## src/rtl/sdram_arb_pkg.sv

```systemverilog
// Shared constants and state encoding for the three-port SDRAM arbiter.
package sdram_arb_pkg;

  localparam int unsigned NREQ   = 3;
  localparam int unsigned ADDR_W = 25;
  localparam int unsigned DATA_W = 32;

  localparam logic [1:0] REQ_UART   = 2'd0;
  localparam logic [1:0] REQ_DATA   = 2'd1;
  localparam logic [1:0] REQ_IFETCH = 2'd2;

  typedef enum logic [1:0] {
    ST_IDLE  = 2'd0,
    ST_ISSUE = 2'd1,
    ST_DONE  = 2'd2
  } state_e;

endpackage

```

## src/rtl/sdram_arbiter_rr_picker.sv

```systemverilog
// Combinational round-robin picker: first requester at or after (last+1) mod NREQ.
module rr_picker
  import sdram_arb_pkg::*;
(
  input  logic [NREQ-1:0] req,
  input  logic [1:0]      last,
  output logic            valid,
  output logic [1:0]      winner
);

  always_comb begin
    int unsigned idx;
    logic [1:0]  cand;
    valid  = 1'b0;
    winner = '0;
    for (int unsigned k = 1; k <= NREQ; k++) begin
      idx  = (32'(last) + k) % NREQ;
      cand = 2'(idx);
      if (!valid && req[cand]) begin
        valid  = 1'b1;
        winner = cand;
      end
    end
  end

endmodule

```

## src/rtl/sdram_arbiter.sv

```systemverilog
// Round-robin arbiter sharing one SDRAM controller port among UART loader, data port and ifetch.
module sdram_arbiter
  import sdram_arb_pkg::*;
#(
  parameter int unsigned ADDR_W = sdram_arb_pkg::ADDR_W,
  parameter int unsigned DATA_W = sdram_arb_pkg::DATA_W
) (
  input  logic                   clk,
  input  logic                   rstn,
  input  logic [NREQ-1:0]        req,
  input  logic [NREQ-1:0]        we,
  input  logic [NREQ*ADDR_W-1:0] addr,
  input  logic [NREQ*DATA_W-1:0] wdata,
  output logic [NREQ-1:0]        done,
  output logic [DATA_W-1:0]      rdata,
  output logic                   mem_req,
  output logic                   mem_we,
  output logic [ADDR_W-1:0]      mem_addr,
  output logic [DATA_W-1:0]      mem_wdata,
  input  logic [DATA_W-1:0]      mem_rdata,
  input  logic                   mem_ack,
  output logic [1:0]             grant_id,
  output logic                   busy
);

  state_e              state_q, state_d;
  logic [1:0]          last_q, last_d;
  logic [1:0]          grant_q, grant_d;
  logic                mem_we_q, mem_we_d;
  logic [ADDR_W-1:0]   mem_addr_q, mem_addr_d;
  logic [DATA_W-1:0]   mem_wdata_q, mem_wdata_d;
  logic [DATA_W-1:0]   rdata_q, rdata_d;

  logic                pick_valid;
  logic [1:0]          pick_winner;
  logic                sel_we;
  logic [ADDR_W-1:0]   sel_addr;
  logic [DATA_W-1:0]   sel_wdata;

  rr_picker u_picker (
    .req    (req),
    .last   (last_q),
    .valid  (pick_valid),
    .winner (pick_winner)
  );

  always_comb begin
    sel_we    = we[2];
    sel_addr  = addr[2*ADDR_W +: ADDR_W];
    sel_wdata = wdata[2*DATA_W +: DATA_W];
    case (pick_winner)
      REQ_UART: begin
        sel_we    = we[0];
        sel_addr  = addr[0 +: ADDR_W];
        sel_wdata = wdata[0 +: DATA_W];
      end
      REQ_DATA: begin
        sel_we    = we[1];
        sel_addr  = addr[ADDR_W +: ADDR_W];
        sel_wdata = wdata[DATA_W +: DATA_W];
      end
      default: ;
    endcase
  end

  always_ff @(posedge clk or negedge rstn) begin
    if (!rstn) begin
      state_q     <= ST_IDLE;
      last_q      <= REQ_IFETCH;
      grant_q     <= '0;
      mem_we_q    <= 1'b0;
      mem_addr_q  <= '0;
      mem_wdata_q <= '0;
      rdata_q     <= '0;
    end else begin
      state_q     <= state_d;
      last_q      <= last_d;
      grant_q     <= grant_d;
      mem_we_q    <= mem_we_d;
      mem_addr_q  <= mem_addr_d;
      mem_wdata_q <= mem_wdata_d;
      rdata_q     <= rdata_d;
    end
  end

  always_comb begin
    state_d     = state_q;
    last_d      = last_q;
    grant_d     = grant_q;
    mem_we_d    = mem_we_q;
    mem_addr_d  = mem_addr_q;
    mem_wdata_d = mem_wdata_q;
    rdata_d     = rdata_q;
    case (state_q)
      ST_IDLE: begin
        if (pick_valid) begin
          state_d     = ST_ISSUE;
          grant_d     = pick_winner;
          mem_we_d    = sel_we;
          mem_addr_d  = sel_addr;
          mem_wdata_d = sel_wdata;
        end
      end
      ST_ISSUE: begin
        if (mem_ack) begin
          state_d = ST_DONE;
          if (!mem_we_q) rdata_d = mem_rdata;
        end
      end
      ST_DONE: begin
        last_d  = grant_q;
        state_d = ST_IDLE;
      end
      default: state_d = ST_IDLE;
    endcase
  end

  // Decoded from state so an asynchronous reset clears them without waiting for a clock.
  always_comb begin
    mem_req = (state_q == ST_ISSUE);
    busy    = (state_q != ST_IDLE);
    done    = '0;
    if (state_q == ST_DONE) done = NREQ'(1) << grant_q;
  end

  assign mem_we    = mem_we_q;
  assign mem_addr  = mem_addr_q;
  assign mem_wdata = mem_wdata_q;
  assign rdata     = rdata_q;
  assign grant_id  = grant_q;

endmodule

```

## config.mk

```make
export PLATFORM = sky130hd
export DESIGN_NAME = sdram_arbiter
export DESIGN_NICKNAME = d
export VERILOG_FILES = /design/src/rtl/sdram_arb_pkg.sv /design/src/rtl/sdram_arbiter_rr_picker.sv /design/src/rtl/sdram_arbiter.sv
export SDC_FILE = /design/constraint.sdc
export NUM_CORES = 1
export LEC_CHECK = 0
export BUFFER_PORTS_ARGS = -buffer_cell sky130_fd_sc_hd__buf_2
export CAP_MARGIN = 10
export CORE_ASPECT_RATIO = 0.8
export CORE_UTILIZATION = 40
export DETAILED_ROUTE_END_ITERATION = 10
export HOLD_SLACK_MARGIN = 0.03
export PLACE_DENSITY = 0.86
export SLEW_MARGIN = 20
export SYNTH_ARGS = -nofsm -noshare
export SYNTH_HDL_FRONTEND = slang
export SYNTH_SLANG_ARGS = --single-unit
```

## constraint.sdc

```tcl
create_clock -name clk -period 2.2 [get_ports clk]
set_clock_uncertainty 0.15 [all_clocks]
set_input_delay 0.44 -clock clk [delete_from_list [all_inputs] [get_ports clk]]
set_output_delay 0.44 -clock clk [all_outputs]
set_load 0.01 [all_outputs]
```

==> qor.yml <==
outcome: "finished, violations left"
violations: "negative setup slack"
wl_per_cell_um: 17.78
final_nets: 1051
vias: 5556
numCtsBuffers: 9
syn_to_final_growth_pct: 50.45
p_leak_nw: 3.557
synth.cell_area_sq_mm: 0.005386
final_cell_area_sq_mm: 0.008104
synth_top_area_share_pct: 44.13
grt_pass1_wl_um: 27730
routed_via_density: 5.469
crit_fanout: 8
cp-start-kind: "flip-flop"
slew_headroom_pct: 75.06
finalHoldViolations: 0
maxCapViolCount: 0
clockBufferDepth: 2
path_clk_slew_ns: 0.08
dr.first_iter.drc_count: 410
ys_types: 40
ys_seq_elements: 96
dp_hpwl_um: 12880
min_period_ns: 2.289
ir_worst_vdd_mv: 1.127
die-area_sq_mm: 0.01394
clk_latency_ns: 0.34
setup_viol_count_final: 47
drtPass1Iterations: 4
io_buffers: 308
path_class: "flip-flop to flip-flop"
tightest_slew_ns: 0.3741
drive_gt1_share_pct: 53.75
grt_setup_unrepaired: "true"
drt-total-wl_um: 18060
diodes: 0
clock-sinks: 96
core-area_sq_mm: 0.01301
drc: 0
ant_nets: 0
fin_util_pct: 62.30
root_buffer: "clkbuf_16"
clock.fmax_mhz: 436.9
ys_top_cells_by_area: "dfrtp_1, nand4b_1, mux2_1, a41oi_1, a41oi_2"
std_cell_rows: 37
hp-class: "input port to flip-flop"
grt_util_all_layers_pct: 24.91
ioPinCount: 309
start_util_pct: 41.41
yosysWarnings: 0
grt_overflow: 0
syn_inst: 520
power.density_mw_per_mm2: 1638
endpoint_kind: "flip-flop"
synth_area_per_cell_sq_um: 10.36
setup_ws_ns: -0.08861
maxSlewViolCount: 0
period_share_pct: 104.0
grt_max_degree: 57
gp_congestion: 0.8819
die_h_um: 105.8
critical_path_required_ns: 2.25
antenna_found_initial: 0
htree_levels: 3
yosysTopAreaCell: "dfrtp_1"
grt_pass1_vias: 5540
cts_tree: "built"
worstPathArrival_ns: 2.34
seq_area_frac_synth_pct: 44.62
synth_nets: 735
die_x_um: 131.7
post_dp_cell_area_sq_mm: 0.007413
[stage by stage]
stage	TNS, ns	total power [mW]	hold slack (ns)	cells	setup slack (ns)
final	-2.356	13.27	0.1661	1016	-0.08861
after global routing	-6.979	14.14	0.1500	1016	-0.1617
after CTS	-1.349	12.74	0.1548	1010	-0.05610
after detailed placement	-2.496	10.76	0.1591	986	-0.09744
after global placement	-0.3173	10.53	0.1588	986	-0.02390
after floorplan	0	7.835	-0.005591	520	0.0009148
[final timing paths]
check                              startpoint  slack [ns]       endpoint  cells after the start
worst min register to register      rdata[19]        0.33      rdata[19]                      1
worst max register to register      last_q[1]       -0.09  mem_wdata[30]                      9
worst max-delay path                last_q[1]       -0.09  mem_wdata[30]                      9
max in group asynchronous                rstn        0.90      last_q[1]                      3
worst min-delay path            mem_rdata[19]        0.17      rdata[19]                      2
min in group asynchronous                rstn        0.34   mem_wdata[0]                      2
[sequential cells by signal (all words and copies together) (netlist names)]
name / flops
mem_wdata: 32
rdata: 32
mem_addr: 25
grant_id: 2
last_q: 2
state_q: 2
mem_we: 1
[placed cells by master, fill, tap and decap left out, types with 20 or more instances in the layout]
master,synthesis,final
a41oi_2,20,35
a41oi_1,38,23
o21ai_2,20,20
nand4b_1,58,58
mux2_1,30,30
buf_4,7,22
buf_12,0,21
dfrtp_1,95,95
o21ai_1,39,39
nor2_1,62,59
buf_2,28,307
nand2_1,60,60
[cell families (layout without fill, tap and decap cells)]
logic type / count (synthesis) / in the layout / synth area share, %
AND/OR/NAND/NOR: 196 / 196 / 20.02
AO/OA/AOI/OAI: 129 / 129 / 21.18
flip-flops: 96 / 96 / 44.62
buffers and inverters: 59 / 380 / 5.807
multiplexers: 37 / 37 / 7.665
adder cells (fa/ha/maj): 3 / 3 / 0.6969
[power by group]
group | switching, mW | internal, mW
Clock | 0.763 | 0.807
Sequential | 0.513 | 2.71
Combinational | 4.42 | 4.06
Total | 5.69 | 7.58
[critical path: stages, from the launching register on]
cell and delay (ns):
dfstp_2 0.57, inv_2 0.06, ha_4 0.17, mux2i_2 0.15, o21a_1 0.22, a31oi_4 0.30
buf_12 0.19, buf_12 0.11, buf_16 0.12, a41oi_1 0.10
[cell usage after synthesis, drive strengths merged]
library cell	n
o22a	1
o31a	1
inv	4
o21a	1
a31oi	2
nand2b	1
and3	1
and2	1
nand4b	58
nand2	61
nand3b	2
a41oi	58
mux2i	3
nand3	1
nand4	1
o211a	1
mux2	34
nor2	62
o21ai	59
o211ai	3
ha	3
nor3b	2
nor3	1
buf	40
a21o	1
dfrtp	95
a211oi	1
nor2b	5
o32a	1
dfstp	1
clkbuf	15
[repair_timing]
action,4_1_cts,5_1_grt
gates cloned,2,4
hold buffers,1,0
endpoints found under the hold margin,12,0
setup endpoints to repair,59,61
gates resized for setup,8,25
buffers inserted,5,3
pin swaps,2,12
[layout make-up]
type | instances | area [sq um]
Fill cell | 1066 | 4905
Sequential cell | 96 | 2404
Inverter | 4 | 15.01
Clock inverter | 7 | 70.07
Multi-Input combinational cell | 365 | 2864
Timing Repair Buffer | 360 | 2307
Tap cell | 175 | 219.0
Clock buffer | 9 | 225.2
[per-layer routing]
layer / wire (um) / vias up / global-route usage [%]
li1: - / 2572 / -
met1: 7406 / 2692 / 30.95
met2: 8974 / 265 / 43.12
met5: 0 / - / 0
met4: 327 / 0 / 6.894
met3: 1352 / 27 / 5.916
Note: power is estimated with default switching activity, not from simulation.
